$ cat src/rtl/ccu_snoop_arbiter.sv
// Snoop arbiter between the read- and write-snoop FSMs of the CCU: round-robin AC arbitration
// with owner queues that steer CR and CD responses back to the requester that issued the snoop.
package ace_pkg;
   typedef struct packed {
      logic WasUnique;
      logic IsShared;
      logic PassDirty;
      logic Error;
      logic DataTransfer;
   } crresp_t;

   typedef struct packed {
      logic [31:0] data;
      logic        last;
   } cd_chan_t;
endpackage

// Single-bit owner FIFO; Depth must be a power of two so the pointers wrap naturally.
module ccu_owner_fifo #(
   parameter int unsigned Depth = 4
) (
   input  logic clk_i,
   input  logic rst_ni,
   input  logic push_i,
   input  logic data_i,
   input  logic pop_i,
   output logic data_o,
   output logic full_o,
   output logic empty_o
);
   localparam int unsigned PtrW = (Depth > 1) ? $clog2(Depth) : 1;
   localparam int unsigned CntW = $clog2(Depth + 1);

   logic [Depth-1:0] mem_q;
   logic [PtrW-1:0]  wr_ptr_q;
   logic [PtrW-1:0]  rd_ptr_q;
   logic [CntW-1:0]  cnt_q;

   assign data_o  = mem_q[rd_ptr_q];
   assign full_o  = (cnt_q == CntW'(Depth));
   assign empty_o = (cnt_q == '0);

   always_ff @(posedge clk_i or negedge rst_ni) begin
      if (!rst_ni) begin
         mem_q    <= '0;
         wr_ptr_q <= '0;
         rd_ptr_q <= '0;
         cnt_q    <= '0;
      end else begin
         if (push_i) begin
            mem_q[wr_ptr_q] <= data_i;
            wr_ptr_q        <= wr_ptr_q + PtrW'(1);
         end
         if (pop_i) begin
            rd_ptr_q <= rd_ptr_q + PtrW'(1);
         end
         if (push_i && !pop_i) begin
            cnt_q <= cnt_q + CntW'(1);
         end else if (!push_i && pop_i) begin
            cnt_q <= cnt_q - CntW'(1);
         end
      end
   end
endmodule

module ccu_snoop_arbiter #(
   parameter type         ac_chan_t      = logic,
   parameter type         cr_chan_t      = ace_pkg::crresp_t,
   parameter type         cd_chan_t      = ace_pkg::cd_chan_t,
   parameter type         domain_mask_t  = logic,
   parameter int unsigned MaxOutstanding = 4
) (
   input  logic               clk_i,
   input  logic               rst_ni,
   input  logic         [1:0] req_ac_valid_i,
   input  ac_chan_t     [1:0] req_ac_i,
   input  domain_mask_t [1:0] req_mask_i,
   output logic         [1:0] req_ac_ready_o,
   output logic         [1:0] req_cr_valid_o,
   output cr_chan_t           req_cr_o,
   input  logic         [1:0] req_cr_ready_i,
   output logic         [1:0] req_cd_valid_o,
   output cd_chan_t           req_cd_o,
   input  logic         [1:0] req_cd_ready_i,
   output logic               ac_valid_o,
   output ac_chan_t           ac_o,
   output domain_mask_t       domain_mask_o,
   input  logic               ac_ready_i,
   input  logic               cr_valid_i,
   input  cr_chan_t           cr_i,
   output logic               cr_ready_o,
   input  logic               cd_valid_i,
   input  cd_chan_t           cd_i,
   output logic               cd_ready_o
);
   logic grant;
   logic last_q;
   logic lock_q;
   logic locked_idx_q;
   logic ac_hs;
   logic cr_owner, cr_full, cr_empty, cr_hs, cr_stall;
   logic cd_owner, cd_full, cd_empty, cd_push, cd_pop;

   // Lock holds a stalled grant stable; otherwise prefer the requester not served last.
   always_comb begin
      grant = 1'b0;
      if (lock_q) begin
         grant = locked_idx_q;
      end else if (&req_ac_valid_i) begin
         grant = ~last_q;
      end else begin
         grant = req_ac_valid_i[1];
      end
   end

   always_comb begin
      req_ac_ready_o        = '0;
      ac_valid_o            = rst_ni && req_ac_valid_i[grant] && !cr_full;
      req_ac_ready_o[grant] = rst_ni && ac_ready_i && !cr_full;
   end

   assign ac_o          = req_ac_i[grant];
   assign domain_mask_o = req_mask_i[grant];
   assign ac_hs         = ac_valid_o && ac_ready_i;

   always_ff @(posedge clk_i or negedge rst_ni) begin
      if (!rst_ni) begin
         last_q       <= 1'b1;
         lock_q       <= 1'b0;
         locked_idx_q <= 1'b0;
      end else if (ac_hs) begin
         last_q <= grant;
         lock_q <= 1'b0;
      end else if (ac_valid_o) begin
         lock_q       <= 1'b1;
         locked_idx_q <= grant;
      end
   end

   ccu_owner_fifo #(.Depth(MaxOutstanding)) i_cr_owner_q (
      .clk_i   (clk_i),
      .rst_ni  (rst_ni),
      .push_i  (ac_hs),
      .data_i  (grant),
      .pop_i   (cr_hs),
      .data_o  (cr_owner),
      .full_o  (cr_full),
      .empty_o (cr_empty)
   );

   // A data-carrying CR must not complete while there is no room to record its CD owner.
   assign cr_stall = cd_full && cr_i.DataTransfer;

   always_comb begin
      req_cr_valid_o           = '0;
      req_cr_valid_o[cr_owner] = cr_valid_i && !cr_empty && !cr_stall;
      cr_ready_o               = req_cr_ready_i[cr_owner] && !cr_empty && !cr_stall;
   end

   assign req_cr_o = cr_i;
   assign cr_hs    = cr_valid_i && cr_ready_o;
   assign cd_push  = cr_hs && cr_i.DataTransfer;

   ccu_owner_fifo #(.Depth(MaxOutstanding)) i_cd_owner_q (
      .clk_i   (clk_i),
      .rst_ni  (rst_ni),
      .push_i  (cd_push),
      .data_i  (cr_owner),
      .pop_i   (cd_pop),
      .data_o  (cd_owner),
      .full_o  (cd_full),
      .empty_o (cd_empty)
   );

   always_comb begin
      req_cd_valid_o           = '0;
      req_cd_valid_o[cd_owner] = cd_valid_i && !cd_empty;
      cd_ready_o               = req_cd_ready_i[cd_owner] && !cd_empty;
   end

   assign req_cd_o = cd_i;
   assign cd_pop   = cd_valid_i && cd_ready_o && cd_i.last;
endmodule

$ cat config.mk
export PLATFORM = sky130hd
export DESIGN_NAME = ccu_snoop_arbiter
export DESIGN_NICKNAME = d
export VERILOG_FILES = /design/src/rtl/ccu_snoop_arbiter.sv
export SDC_FILE = /design/constraint.sdc
export NUM_CORES = 1
export LEC_CHECK = 0
export ABC_AREA = 1
export ABC_CLOCK_PERIOD_IN_PS = 3500
export BUFFER_PORTS_ARGS = -buffer_cell sky130_fd_sc_hd__buf_2
export CORE_MARGIN = 2
export CORE_UTILIZATION = 48
export DETAILED_ROUTE_END_ITERATION = 10
export GPL_ROUTABILITY_DRIVEN = 1
export PLACE_DENSITY = 0.86
export SLEW_MARGIN = 30
export SYNTH_ARGS = -nofsm -noshare
export SYNTH_HDL_FRONTEND = slang
export SYNTH_SLANG_ARGS = --single-unit
$ cat constraint.sdc
create_clock -name clk_i -period 3.5 [get_ports clk_i]
set_input_delay 0.175 -clock clk_i [delete_from_list [all_inputs] [get_ports clk_i]]
set_output_delay 0.175 -clock clk_i [all_outputs]
set_load 0.005 [all_outputs]
==> reports/metrics.yaml, run 1 <==
grt_use_total_pct: 15.1
fin_hold_viols: 0
crit_chain: "dlygate4sd3_1 -> buf_2 -> inv_1 -> a31oi_1 -> nand3_1 -> inv_2 -> nand2_2 -> inv_4 -> ha_1 -> inv_1 -> fa_1 -> a21oi_1 -> o21ai_0 -> xor2_1"
grt_overflow: 0
dpl-instance-area_um2: 1720
cts_root_buffer: "sky130_fd_sc_hd__clkbuf_8"
cts_inserted_buffers: 3
drt_first_iter_violations: 19
leakagePower_nw: 0.962
number_of_instances_resized_during_post_cts_repair: 0
ant_nets: 0
ratio_of_total_power_to_cell_area_nw_per_um2: 799
worst_slew_margin_rel_pct: 76.4
floorplan.die.height_um: 65.5
critical_path.slowest_cell: "sky130_fd_sc_hd__dlygate4sd3_1"
class_of_the_tightest_hold_or_removal_check: "input port to flop"
synthesis.instances: 222
worstSetupPathType: "input port to flop"
drt_wl_total_mm: 2.93
cp-end-kind: "flop"
maxSlewViolCount: 0
clock.fmax_mhz: 390
period_minus_slack_ns: 2.56
area_growth_from_synthesis_to_final_layout_pct: -2.21
syn_area_per_cell_um2: 8.18
full_die_area_um2: 4290
fin_worst_skew_ns: 0.00287
layout-drive-gt1-share_pct: 22.1
ys_seq_elements: 25
path_delay_family: "buffers and inverters"
totalNegativeSetupSlack_ns: 0
final-instance-count-excl-fill: 265
max_cap_viol_count: 0
row_count: 22
final.period_utilization_pct: 73.3
finish.instance_area_um2: 1780
cts_tree: "done"
irDropWorstVdd_v: 0.000288
yosysUniqueCellTypes: 26
unrepaired_setup_endpoints_after_global_routing: "false"
finish.net_count: 283
number_of_clock_sinks: 25
synth_fp_nets: 287
run_status: "complete, no violations"
n_antenna_cell: 0
boundaryPins: 102
worst_path_largest_cell_delay_ns: 0.53
cp_data_arrival_time_ns: 2.72
placeableCoreArea_um2: 3660
setup.worst_path.start_class: "input port"
drt_first_pass_iters: 4
min_hold_slack_ns: 0.216
grt_first_pass_wirelength_mm: 5.03
clk_path_buf_depth: 2
grt_start_max_net_pins: 26
detailroute.via_count: 1277
grt_antenna_before_repair: 0
report.power.total_mw: 1.42
post-place-cells: 260
first_global_vias: 1224
crit_top_cell: "sky130_fd_sc_hd__inv_1"
htree_levels: 1
report.final.setup_viol: 0
detailed_place_hpwl_mm: 2.31
drcViolationCount: 0
die_width_um: 65.5
synth.cell_area_um2: 1820
sequential_fraction_of_the_synthesis_area_pct: 34.5
cp.required_ns: 3.65
final_wtd_congestion: 0.788
clock_insertion_delay_worst_skew_ns: 0.27
routed_via_density: 4.82
clk_pin_slew_worst_paths_ns: 0.08
timing.critical_path.buf_inv: 6
cp_max_fo: 9
wire_per_inst_um: 11.1
synth_warnings: 0
numPortBuffers: 29
initial_core_util_pct: 49.6
worst_pin_slew_ns: 0.353
flip-flops by register name (all words and copies together), names as in the netlist:
signal and count:
i_cd_owner_q.wr_ptr_q 2, last_q 1, lock_q 1, i_cr_owner_q.mem_q 4
i_cr_owner_q.cnt_q 3, locked_idx_q 1, i_cd_owner_q.rd_ptr_q 2, i_cd_owner_q.cnt_q 3
i_cd_owner_q.mem_q 4, i_cr_owner_q.rd_ptr_q 2, i_cr_owner_q.wr_ptr_q 2
worst register-to-register path, stage by stage, from the launching register on:
cell                      delay (ns)
sky130_fd_sc_hd__dfrtp_1        0.44
sky130_fd_sc_hd__inv_1          0.10
sky130_fd_sc_hd__nand2_1        0.07
sky130_fd_sc_hd__nand3_2        0.07
sky130_fd_sc_hd__nand2_1        0.08
sky130_fd_sc_hd__nand2_1        0.08
sky130_fd_sc_hd__nand3_2        0.09
sky130_fd_sc_hd__nor2_4         0.26
sky130_fd_sc_hd__nand2_1        0.15
sky130_fd_sc_hd__inv_2          0.09
sky130_fd_sc_hd__ha_1           0.14
sky130_fd_sc_hd__inv_1          0.06
sky130_fd_sc_hd__fa_1           0.37
sky130_fd_sc_hd__a21oi_1        0.14
sky130_fd_sc_hd__o21ai_0        0.11
sky130_fd_sc_hd__xor2_1         0.15
metrics by stage:
stage / util (%) / setup WS, ns
floorplan: - / 1.33
global placement: 47.0 / 1.09
detailed placement: 47.0 / 0.980
CTS: 48.5 / 0.939
global route: 48.5 / 0.708
finish: 48.5 / 0.935
layer usage:
layer | vias up | GRT usage, % | share of wire (%)
met5 | - | 0 | 0
met4 | 0 | 7.03 | 1.9
met3 | 7 | 2.57 | 4.4
met2 | 27 | 25.4 | 47
met1 | 597 | 18.9 | 47
li1 | 646 | - | -
synth_stat cells:
| cell | number | area [um2] |
|---|---|---|
| sky130_fd_sc_hd__nand2_1 | 44 | 165 |
| sky130_fd_sc_hd__buf_4 | 38 | 285 |
| sky130_fd_sc_hd__inv_1 | 29 | 109 |
| sky130_fd_sc_hd__dfrtp_1 | 24 | 601 |
| sky130_fd_sc_hd__nand3_1 | 16 | 80.1 |
| sky130_fd_sc_hd__o21ai_0 | 11 | 55.1 |
| sky130_fd_sc_hd__ha_1 | 10 | 125 |
| sky130_fd_sc_hd__nor2_1 | 9 | 33.8 |
| sky130_fd_sc_hd__a21oi_1 | 6 | 30.0 |
| sky130_fd_sc_hd__nand3_2 | 5 | 50.1 |
| sky130_fd_sc_hd__xor2_1 | 5 | 43.8 |
| sky130_fd_sc_hd__nand4_1 | 4 | 25.0 |
| sky130_fd_sc_hd__mux2_2 | 3 | 33.8 |
| sky130_fd_sc_hd__xnor2_1 | 3 | 26.3 |
| sky130_fd_sc_hd__buf_6 | 2 | 22.5 |
| sky130_fd_sc_hd__fa_1 | 2 | 40.0 |
| sky130_fd_sc_hd__inv_2 | 2 | 7.51 |
| sky130_fd_sc_hd__a31oi_1 | 1 | 6.26 |
| sky130_fd_sc_hd__and3_1 | 1 | 6.26 |
| sky130_fd_sc_hd__dfstp_2 | 1 | 26.3 |
| sky130_fd_sc_hd__inv_4 | 1 | 6.26 |
| sky130_fd_sc_hd__nand2_2 | 1 | 6.26 |
| sky130_fd_sc_hd__nand3b_1 | 1 | 7.51 |
| sky130_fd_sc_hd__nor2_4 | 1 | 11.3 |
| sky130_fd_sc_hd__or2_0 | 1 | 6.26 |
| sky130_fd_sc_hd__or2_2 | 1 | 6.26 |
cell type report:
class                   instances  area [um2]
fillers                       356        1890
multi-input cells             125         758
inverters                      32         123
clock buffers                   4        45.0
repair buffers                 31         163
flip-flops and latches         25         627
well taps                      48        60.1
cell families after synthesis:
family                   synth area share (%)
adder cells (fa/ha/maj)                  9.10
flip-flops                               34.5
AO/OA/AOI/OAI                            5.03
multiplexers                             1.86
AND/OR/NAND/NOR                          21.9
buffers and inverters                    23.7
XOR/XNOR                                 3.86
final timing paths:
| path | from | endpoint | slack, ns | depth (start not counted) |
|---|---|---|---|---|
| setup reg to reg | i_cr_owner_q.rd_ptr_q[0] | i_cd_owner_q.cnt_q[2] | 0.98 | 15 |
| setup / recovery | rst_ni | i_cr_owner_q.cnt_q[2] | 0.94 | 14 |
| hold reg to reg | last_q | last_q | 0.48 | 2 |
| max in group asynchronous | rst_ni | last_q | 2.75 | 3 |
| min in group asynchronous | rst_ni | i_cr_owner_q.wr_ptr_q[1] | 0.46 | 3 |
| hold / removal | ac_ready_i | locked_idx_q | 0.22 | 3 |
report_power, final:
group          internal (mW)  leakage, nW  switching [mW]
sequential             0.433        0.304           0.110
clock                 0.0815       0.0228          0.0920
combinational          0.291        0.635           0.412
placed cells by master, fill, tap and decap left out:
| master | count |
|---|---|
| sky130_fd_sc_hd__nand3b_1 | 1 |
| sky130_fd_sc_hd__a31oi_1 | 1 |
| sky130_fd_sc_hd__dfstp_2 | 1 |
| sky130_fd_sc_hd__buf_2 | 29 |
| sky130_fd_sc_hd__mux2_2 | 3 |
| sky130_fd_sc_hd__nand3_1 | 16 |
| sky130_fd_sc_hd__nor2_1 | 9 |
| sky130_fd_sc_hd__clkbuf_8 | 3 |
| sky130_fd_sc_hd__nand3_2 | 5 |
| sky130_fd_sc_hd__or2_0 | 1 |
| sky130_fd_sc_hd__nand4_1 | 4 |
| sky130_fd_sc_hd__inv_2 | 2 |
| sky130_fd_sc_hd__fa_1 | 2 |
| sky130_fd_sc_hd__and3_1 | 1 |
| sky130_fd_sc_hd__inv_1 | 29 |
| sky130_fd_sc_hd__nand2_1 | 44 |
| sky130_fd_sc_hd__clkbuf_1 | 1 |
| sky130_fd_sc_hd__buf_4 | 1 |
| sky130_fd_sc_hd__inv_4 | 1 |
| sky130_fd_sc_hd__nor2_4 | 1 |
| sky130_fd_sc_hd__or2_2 | 1 |
| sky130_fd_sc_hd__a21oi_1 | 6 |
| sky130_fd_sc_hd__dfrtp_1 | 24 |
| sky130_fd_sc_hd__nand2_2 | 1 |
| sky130_fd_sc_hd__xor2_1 | 5 |
| sky130_fd_sc_hd__ha_1 | 10 |
| sky130_fd_sc_hd__dlygate4sd3_1 | 1 |
| sky130_fd_sc_hd__o21ai_0 | 11 |
| sky130_fd_sc_hd__xnor2_1 | 3 |
repair_timing:
item                      in CTS  in global routing
hold endpoints to repair      24                  0
hold buffers                   1                  0
setup buffers                  0                  0
No activity file was read; power rests on OpenSTA's default activity.
==> run 2, diff against run 1 <==
- ABC_CLOCK_PERIOD_IN_PS: 3500 -> 2450
- CORE_UTILIZATION: 48 -> 44
- PLACE_DENSITY: 0.86 -> 0.8
- clock period: 3.5 -> 2.45 ns (I/O delays scaled with it)
==> reports/metrics.yaml, run 2 (synthesis results as in run 1) <==
run_status: "complete, no violations"  # unchanged
final_wtd_congestion: 0.786  # was 0.788
cp_max_fo: 5  # was 9
fin_worst_skew_ns: 0.00161  # was 0.00287 ns
placeableCoreArea_um2: 3970  # was 3660 um2
routed_via_density: 4.82  # about the same
cp_data_arrival_time_ns: 2.44  # was 2.72 ns
finish.net_count: 289  # was 283
drt_first_pass_iters: 4  # unchanged
irDropWorstVdd_v: 0.000435  # was 0.000288 V
multi_input_comb_area_um2: 792  # was 758 um2
clock.fmax_mhz: 437
cts_inserted_buffers: 3  # unchanged
die_width_um: 68.2  # was 65.5 um
drt_wl_total_mm: 3.11  # was 2.93 mm
leakagePower_nw: 0.993  # was 0.962 nW
report.final.setup_viol: 0  # unchanged
clk_pin_slew_worst_paths_ns: 0.08  # about the same
fin_hold_viols: 0  # unchanged
final.period_utilization_pct: 93.4
cp.required_ns: 2.60  # was 3.65 ns
layout.cells.most_common: "sky130_fd_sc_hd__nand2_1"  # unchanged
full_die_area_um2: 4660  # was 4290 um2
row_count: 23  # was 22
final_cell_mix: "sky130_fd_sc_hd__nand2_1 (42), sky130_fd_sc_hd__buf_2 (29), sky130_fd_sc_hd__inv_1 (26), sky130_fd_sc_hd__dfrtp_1 (24), sky130_fd_sc_hd__nand3_1 (15)"  # was sky130_fd_sc_hd__nand2_1 (44), sky130_fd_sc_hd__inv_1 (29), sky130_fd_sc_hd__buf_2 (29), sky130_fd_sc_hd__dfrtp_1 (24), sky130_fd_sc_hd__nand3_1 (16)
wire_per_inst_um: 11.4  # was 11.1 um
maxSlewViolCount: 0  # unchanged
worstSetupPathType: "flop to flop"  # was input port to flop
initial_core_util_pct: 45.7  # was 49.6%
grt_overflow: 0  # unchanged
cp-end-kind: "flop"  # unchanged
ratio_of_total_power_to_cell_area_nw_per_um2: 1160  # was 799 nW/um2
boundaryPins: 102  # unchanged
cts_root_buffer: "sky130_fd_sc_hd__clkbuf_8"  # unchanged
worst_path_largest_cell_delay_ns: 0.44  # was 0.53 ns
cts_tree: "done"  # unchanged
layout.area.seq_um2: 627  # unchanged
area_growth_from_synthesis_to_final_layout_pct: 2.27  # was -2.21%
unrepaired_setup_endpoints_after_global_routing: "false"  # unchanged
floorplan.die.height_um: 68.2  # was 65.5 um
number_of_clock_sinks: 25  # unchanged
final_worst_path_setup_slack_ns: 0.162  # was 0.935 ns
timing.critical_path.buf_inv: 3  # was 6
pre_cts_ws_ns: 0.0572  # was 0.980 ns
critical_path.slowest_cell: "sky130_fd_sc_hd__dfrtp_1"  # was sky130_fd_sc_hd__dlygate4sd3_1
totalNegativeSetupSlack_ns: 0  # unchanged
layout-drive-gt1-share_pct: 28.7  # was 22.1%
htree_levels: 1  # unchanged
setup.worst_path.start_class: "flop"  # was input port
grt_use_total_pct: 14.5  # was 15.1%
class_of_the_tightest_hold_or_removal_check: "input port to flop"  # unchanged
clk_path_buf_depth: 2  # unchanged
drcViolationCount: 0  # unchanged
detailroute.via_count: 1315  # was 1,277
worst_pin_slew_ns: 0.357  # was 0.353 ns
detailed_place_hpwl_mm: 2.34  # was 2.31 mm
top_regs: "i_cd_owner_q.mem_q: 4 flops, i_cr_owner_q.mem_q: 4 flops"  # unchanged
period_minus_slack_ns: 2.29
worst_slew_margin_rel_pct: 76.1  # was 76.4%
numPortBuffers: 29  # unchanged
clock_insertion_delay_worst_skew_ns: 0.26  # was 0.27 ns
first_global_vias: 1236  # was 1,224
grt_start_max_net_pins: 26  # unchanged
ant_nets: 0  # unchanged
fillCellCount: 367  # was 356
max_cap_viol_count: 0  # unchanged
drt_first_iter_violations: 33  # was 19
grt_first_pass_wirelength_mm: 5.18  # was 5.03 mm
crit_chain: "inv_2 -> nand2_1 -> nand3_2 -> nand2_2 -> nand2_1 -> nand3_2 -> nor2_4 -> nand2_2 -> inv_2 -> ha_1 -> inv_2 -> fa_2 -> a21oi_2 -> o21ai_1 -> xor2_1"  # was dlygate4sd3_1 -> buf_2 -> inv_1 -> a31oi_1 -> nand3_1 -> inv_2 -> nand2_2 -> inv_4 -> ha_1 -> inv_1 -> fa_1 -> a21oi_1 -> o21ai_0 -> xor2_1
grt_antenna_before_repair: 0  # unchanged
n_antenna_cell: 0  # unchanged
crit_top_cell: "sky130_fd_sc_hd__inv_2"  # was sky130_fd_sc_hd__inv_1
path_delay_family: "simple AND/OR/NAND/NOR gates"  # was buffers and inverters
run 2: cell types whose count changed in the layout (fill, tap and decap cells not counted), moves of 2 or more:
cell	change
sky130_fd_sc_hd__buf_4	+6
sky130_fd_sc_hd__inv_1	-3
sky130_fd_sc_hd__inv_2	+3
sky130_fd_sc_hd__nand2_1	-2
sky130_fd_sc_hd__nand2_2	+2
run 2: report_power, final:
group | internal [mW] | switching (mW) | leakage, nW
Clock | 0.116 | 0.125 | 0.0228
Combinational | 0.486 | 0.636 | 0.666
Sequential | 0.618 | 0.170 | 0.304
Total | 1.22 | 0.931 | 0.993
run 2: tightest hold or removal path: stages:
cell and delay [ns]:
sky130_fd_sc_hd__buf_2 0.11, sky130_fd_sc_hd__o21ai_0 0.09, sky130_fd_sc_hd__nand2_1 0.06
run 2: per-stage QoR:
stage | power (mW) | cells | area [um2] | util, % | hold slack, ns
finish | 2.15 | 273 | 1860 | 46.8 | 0.150
global placement | 1.76 | 265 | 1750 | 44.0 | 0.142
floorplan | 1.57 | 222 | 1820 | - | -0.173
detailed placement | 1.81 | 265 | 1750 | 44.0 | 0.143
CTS | 2.06 | 270 | 1800 | 45.3 | 0.152
global route | 2.38 | 273 | 1860 | 46.8 | 0.168
run 2: worst paths after layout:
path                                     startpoint                    end  slack (ns)  cells after the start
setup / recovery           i_cr_owner_q.rd_ptr_q[0]  i_cd_owner_q.cnt_q[2]        0.16                     15
hold / removal                           ac_ready_i           locked_idx_q        0.15                      3
setup reg to reg           i_cr_owner_q.rd_ptr_q[0]  i_cd_owner_q.cnt_q[2]        0.16                     15
hold reg to reg               i_cd_owner_q.mem_q[0]  i_cd_owner_q.mem_q[0]        0.48                      2
max in group asynchronous                    rst_ni                 last_q        1.78                      3
min in group asynchronous                    rst_ni  i_cr_owner_q.cnt_q[2]        0.38                      3
run 2: metal layers:
metal  wire (um)  global-route usage [%]  up-vias
met5           0                       0        -
met4          52                    7.50        0
met3         142                    2.63       10
met2        1500                    23.7       32
met1        1420                    18.3      612
li1            -                       -      661
run 2: repair_timing:
item / 4_1_cts / 5_1_grt
setup endpoints to repair: 0 / 3
hold buffers: 1 / 0
gates resized for setup: 0 / 12
hold endpoints to repair: 24 / 0
buffers inserted: 0 / 3
run 2: cell type report:
class	count	area share, %
multi-input cells	125	42.7
repair buffers	37	11.2
clock buffers	4	2.43
inverters	32	6.60
well taps	50	3.37
flip-flops and latches	25	33.8
==> run 3, diff against run 2 <==
- ABC_AREA: 1 -> not set
- CORE_UTILIZATION: 44 -> 37
- PLACE_DENSITY: 0.8 -> 0.69
- RECOVER_POWER: not set -> 25
==> reports/metrics.yaml, run 3 <==
synth_edf_count: 0  # unchanged
synth_fp_nets: 226  # was 287
postLayoutCoreUtil_pct: 42.1  # was 46.8%
synth_warnings: 0  # unchanged
clk_pin_slew_worst_paths_ns: 0.08  # about the same
unrepaired_setup_endpoints_after_global_routing: "true"  # was false
worstSetupPathType: "flop to flop"  # unchanged
worst_pin_slew_ns: 0.431  # was 0.357 ns
critical_path.slowest_cell: "sky130_fd_sc_hd__mux4_2"  # was sky130_fd_sc_hd__dfrtp_1
setup.worst_path.start_class: "flop"  # unchanged
final_worst_path_setup_slack_ns: -0.0318  # was 0.162 ns
syn_area_per_cell_um2: 11.0  # was 8.18 um2
worst_slew_margin_rel_pct: 70.9  # was 76.1%
setup.reg_to_reg.worst_slack_ns: -0.03  # was 0.16 ns
fin_worst_skew_ns: 0.00361  # was 0.00161 ns
sequential_fraction_of_the_synthesis_area_pct: 35.4  # was 34.5%
drcViolationCount: 0  # unchanged
row_count: 25  # was 23
regToRegStartpoint: "i_cd_owner_q.rd_ptr_q[0]"  # was i_cr_owner_q.rd_ptr_q[0]
cp_max_fo: 2  # was 5
boundaryPins: 102  # unchanged
fillCellCount: 450  # was 367
clk_path_buf_depth: 2  # unchanged
leakagePower_nw: 0.941  # was 0.993 nW
cp-end-kind: "flop"  # unchanged
synth.cell_area_um2: 1770  # was 1820 um2
grt_start_max_net_pins: 30  # was 26
class_of_the_tightest_hold_or_removal_check: "input port to flop"  # unchanged
period_minus_slack_ns: 2.48  # was 2.29 ns
maxSlewViolCount: 0  # unchanged
grt_overflow: 0  # unchanged
floorplan.die.height_um: 73.2  # was 68.2 um
synthMostInstantiatedCell: "sky130_fd_sc_hd__buf_4"  # was sky130_fd_sc_hd__nand2_1
grt_use_total_pct: 12.1  # was 14.5%
timing.hold.worst_endpoint: "i_cd_owner_q.rd_ptr_q[1]"  # was locked_idx_q
cp_data_arrival_time_ns: 2.64  # was 2.44 ns
n_antenna_cell: 0  # unchanged
numPortBuffers: 29  # unchanged
irDropWorstVdd_v: 0.000301  # was 0.000435 V
routed_via_density: 4.85  # was 4.82
crit_chain: "mux4_2 -> mux2i_2 -> or3b_4 -> ha_4 -> inv_2 -> fa_1 -> mux2_2"  # was inv_2 -> nand2_1 -> nand3_2 -> nand2_2 -> nand2_1 -> nand3_2 -> nor2_4 -> nand2_2 -> inv_2 -> ha_1 -> inv_2 -> fa_2 -> a21oi_2 -> o21ai_1 -> xor2_1
layout.cells.most_common: "sky130_fd_sc_hd__buf_2"  # was sky130_fd_sc_hd__nand2_1
clock_insertion_delay_worst_skew_ns: 0.26  # about the same
area_growth_from_synthesis_to_final_layout_pct: 10.8  # was 2.27%
fraction_of_post_synthesis_cell_area_in_the_top_cell_type_by_area_pct: 33.9  # was 33.1%
report.final.setup_viol: 1  # was 0
failed_checks: "negative setup slack"
wire_per_inst_um: 13.1  # was 11.4 um
drt_first_iter_violations: 36  # was 33
first_global_vias: 1093  # was 1,236
full_die_area_um2: 5360  # was 4660 um2
cts_tree: "done"  # unchanged
layout-drive-gt1-share_pct: 49.4  # was 28.7%
grt_first_pass_wirelength_mm: 4.97  # was 5.18 mm
drt_wl_total_mm: 3.04  # was 3.11 mm
number_of_clock_sinks: 25  # unchanged
timing.hold.worst_path_depth: 4  # was 3
synthArstFlopShare_pct: 100  # unchanged
path_delay_family: "multiplexers"  # was simple AND/OR/NAND/NOR gates
ys_dominant_reg_cell: "sky130_fd_sc_hd__dfrtp_1"  # unchanged
detailed_place_hpwl_mm: 2.43  # was 2.34 mm
synthTopCellsByArea: "sky130_fd_sc_hd__dfrtp_1 (34%), sky130_fd_sc_hd__buf_4 (16%), sky130_fd_sc_hd__ha_1 (7.1%), sky130_fd_sc_hd__mux2_2 (6.4%), sky130_fd_sc_hd__mux2_4 (5.1%)"  # was sky130_fd_sc_hd__dfrtp_1 (33%), sky130_fd_sc_hd__buf_4 (16%), sky130_fd_sc_hd__nand2_1 (9.1%), sky130_fd_sc_hd__ha_1 (6.9%), sky130_fd_sc_hd__inv_1 (6.0%)
synthTopCellsByCount: "sky130_fd_sc_hd__buf_4 (38), sky130_fd_sc_hd__dfrtp_1 (24), sky130_fd_sc_hd__ha_1 (10), sky130_fd_sc_hd__mux2_2 (10), sky130_fd_sc_hd__nand2_1 (10)"  # was sky130_fd_sc_hd__nand2_1 (44), sky130_fd_sc_hd__buf_4 (38), sky130_fd_sc_hd__inv_1 (29)
yosys.area.top_type: "sky130_fd_sc_hd__dfrtp_1"  # unchanged
final.period_utilization_pct: 101  # was 93.4%
run_status: "complete, but fails checks"  # was complete, no violations
die_width_um: 73.2  # was 68.2 um
cts_root_buffer: "sky130_fd_sc_hd__clkbuf_8"  # unchanged
worst_r2r_path_depth: 7  # was 15
finish.net_count: 244  # was 289
ant_nets: 0  # unchanged
hold_path_startpoint: "cd_i[0]"  # was ac_ready_i
final_wtd_congestion: 0.772  # was 0.786
cts_inserted_buffers: 3  # unchanged
top_regs: "i_cd_owner_q.mem_q: 4 flops, i_cr_owner_q.mem_q: 4 flops"  # unchanged
detailroute.via_count: 1125  # was 1,315
min_hold_slack_ns: 0.239  # was 0.150 ns
ys_seq_elements: 25  # unchanged
clock.fmax_mhz: 403  # was 437 MHz
max_cap_viol_count: 0  # unchanged
htree_levels: 1  # unchanged
fin_hold_viols: 0  # unchanged
final_cell_mix: "sky130_fd_sc_hd__buf_2 (29), sky130_fd_sc_hd__dfrtp_1 (24), sky130_fd_sc_hd__buf_4 (22), sky130_fd_sc_hd__mux2_2 (10), sky130_fd_sc_hd__nand2_1 (9)"  # was sky130_fd_sc_hd__nand2_1 (42), sky130_fd_sc_hd__buf_2 (29), sky130_fd_sc_hd__inv_1 (26), sky130_fd_sc_hd__dfrtp_1 (24), sky130_fd_sc_hd__nand3_1 (15)
placeableCoreArea_um2: 4660  # was 3970 um2
timing.critical_path.buf_inv: 1  # was 3
initial_core_util_pct: 38.0  # was 45.7%
synthesis.instances: 161  # was 222
grt_antenna_before_repair: 0  # unchanged
worst_path_largest_cell_delay_ns: 0.54  # was 0.44 ns
yosysUniqueCellTypes: 33  # was 26
drt_first_pass_iters: 3  # was 4
worstReg2RegEnd: "i_cd_owner_q.cnt_q[1]"  # was i_cd_owner_q.cnt_q[2]
ratio_of_total_power_to_cell_area_nw_per_um2: 1090  # was 1160 nW/um2
cp.required_ns: 2.60  # about the same
run 3: changes by cell type in the layout (fill, tap and decap cells not counted), moves of 6 or more:
cell,before,now
sky130_fd_sc_hd__nand2_1,42,9
sky130_fd_sc_hd__nand3_2,6,0
sky130_fd_sc_hd__nand3_1,15,2
sky130_fd_sc_hd__o21ai_0,10,2
sky130_fd_sc_hd__mux2_4,0,6
sky130_fd_sc_hd__inv_1,26,5
sky130_fd_sc_hd__buf_4,7,22
sky130_fd_sc_hd__mux2_2,3,10
run 3: per-stage QoR:
| step | instance area, um2 | worst slack [ns] | cells | TNS, ns | power, mW |
|---|---|---|---|---|---|
| floorplan | 1800 | -0.0213 | 161 | -0.0213 | 1.49 |
| global placement | 1850 | -0.000700 | 223 | -0.000700 | 1.83 |
| detailed placement | 1850 | -0.0311 | 223 | -0.0348 | 1.87 |
| CTS | 1920 | -0.0408 | 228 | -0.0408 | 2.13 |
| global route | 1960 | -0.0948 | 232 | -0.268 | 2.33 |
| finish | 1960 | -0.0318 | 232 | -0.0318 | 2.14 |
run 3: repair_timing:
action | CTS | global route
setup buffers | 0 | 4
hold buffers | 1 | 0
endpoints found under the setup margin | 2 | 3
gates resized for setup | 1 | 4
pin swaps | 0 | 4
endpoints found under the hold margin | 24 | 0
run 3: tightest hold or removal path, stage by stage:
cell	delay (ns)
sky130_fd_sc_hd__buf_2	0.11
sky130_fd_sc_hd__nand2_1	0.06
sky130_fd_sc_hd__nor3_1	0.05
sky130_fd_sc_hd__xor2_1	0.12
run 3: cells by family after synthesis:
group / count (synthesis) / synth area share [%]
buffers and inverters: 46 / 17.8
AND/OR/NAND/NOR: 39 / 12.8
flip-flops: 25 / 35.4
multiplexers: 20 / 15.1
XOR/XNOR: 12 / 5.93
adder cells (fa/ha/maj): 12 / 9.32
AO/OA/AOI/OAI: 7 / 3.67
run 3: how the worst max path moves through the flow:
stage | start | end | slack (ns) | cells after the start
final | i_cd_owner_q.rd_ptr_q[0] | i_cd_owner_q.cnt_q[1] | -0.03 | 7
after global routing | i_cd_owner_q.rd_ptr_q[0] | i_cd_owner_q.cnt_q[1] | -0.09 | 7
after CTS | i_cd_owner_q.rd_ptr_q[0] | i_cd_owner_q.cnt_q[1] | -0.04 | 7
after detailed placement | i_cd_owner_q.rd_ptr_q[0] | i_cd_owner_q.cnt_q[1] | -0.03 | 7
after global placement | i_cr_owner_q.rd_ptr_q[0] | i_cr_owner_q.cnt_q[2] | -0.0007 | 9
after floorplan | i_cd_owner_q.rd_ptr_q[0] | i_cd_owner_q.cnt_q[1] | -0.02 | 7
run 3: report_power, final:
part / switching (mW) / leakage (nW) / internal (mW) / total (mW)
Sequential: 0.131 / 0.305 / 0.613 / 0.745
Combinational: 0.493 / 0.610 / 0.660 / 1.15
Clock: 0.128 / 0.0255 / 0.114 / 0.242
run 3: layout make-up:
type | count | area, um2 | share of cell area, %
Multi-Input combinational cell | 90 | 876 | 44.6
Sequential cell | 25 | 627 | 31.9
Timing Repair Buffer | 52 | 320 | 16.3
Tap cell | 54 | 67.6 | 3.44
Clock buffer | 3 | 41.3 | 2.10
Inverter | 7 | 26.3 | 1.34
Clock inverter | 1 | 5.00 | 0.255
run 3: routing by layer:
metal | vias up | GRT usage [%] | part of all wire [%]
met2 | 24 | 20.1 | 51
met1 | 558 | 15.0 | 42
met3 | 8 | 2.49 | 4.8
met5 | - | 0 | 0
li1 | 535 | - | -
met4 | 0 | 5.56 | 1.6
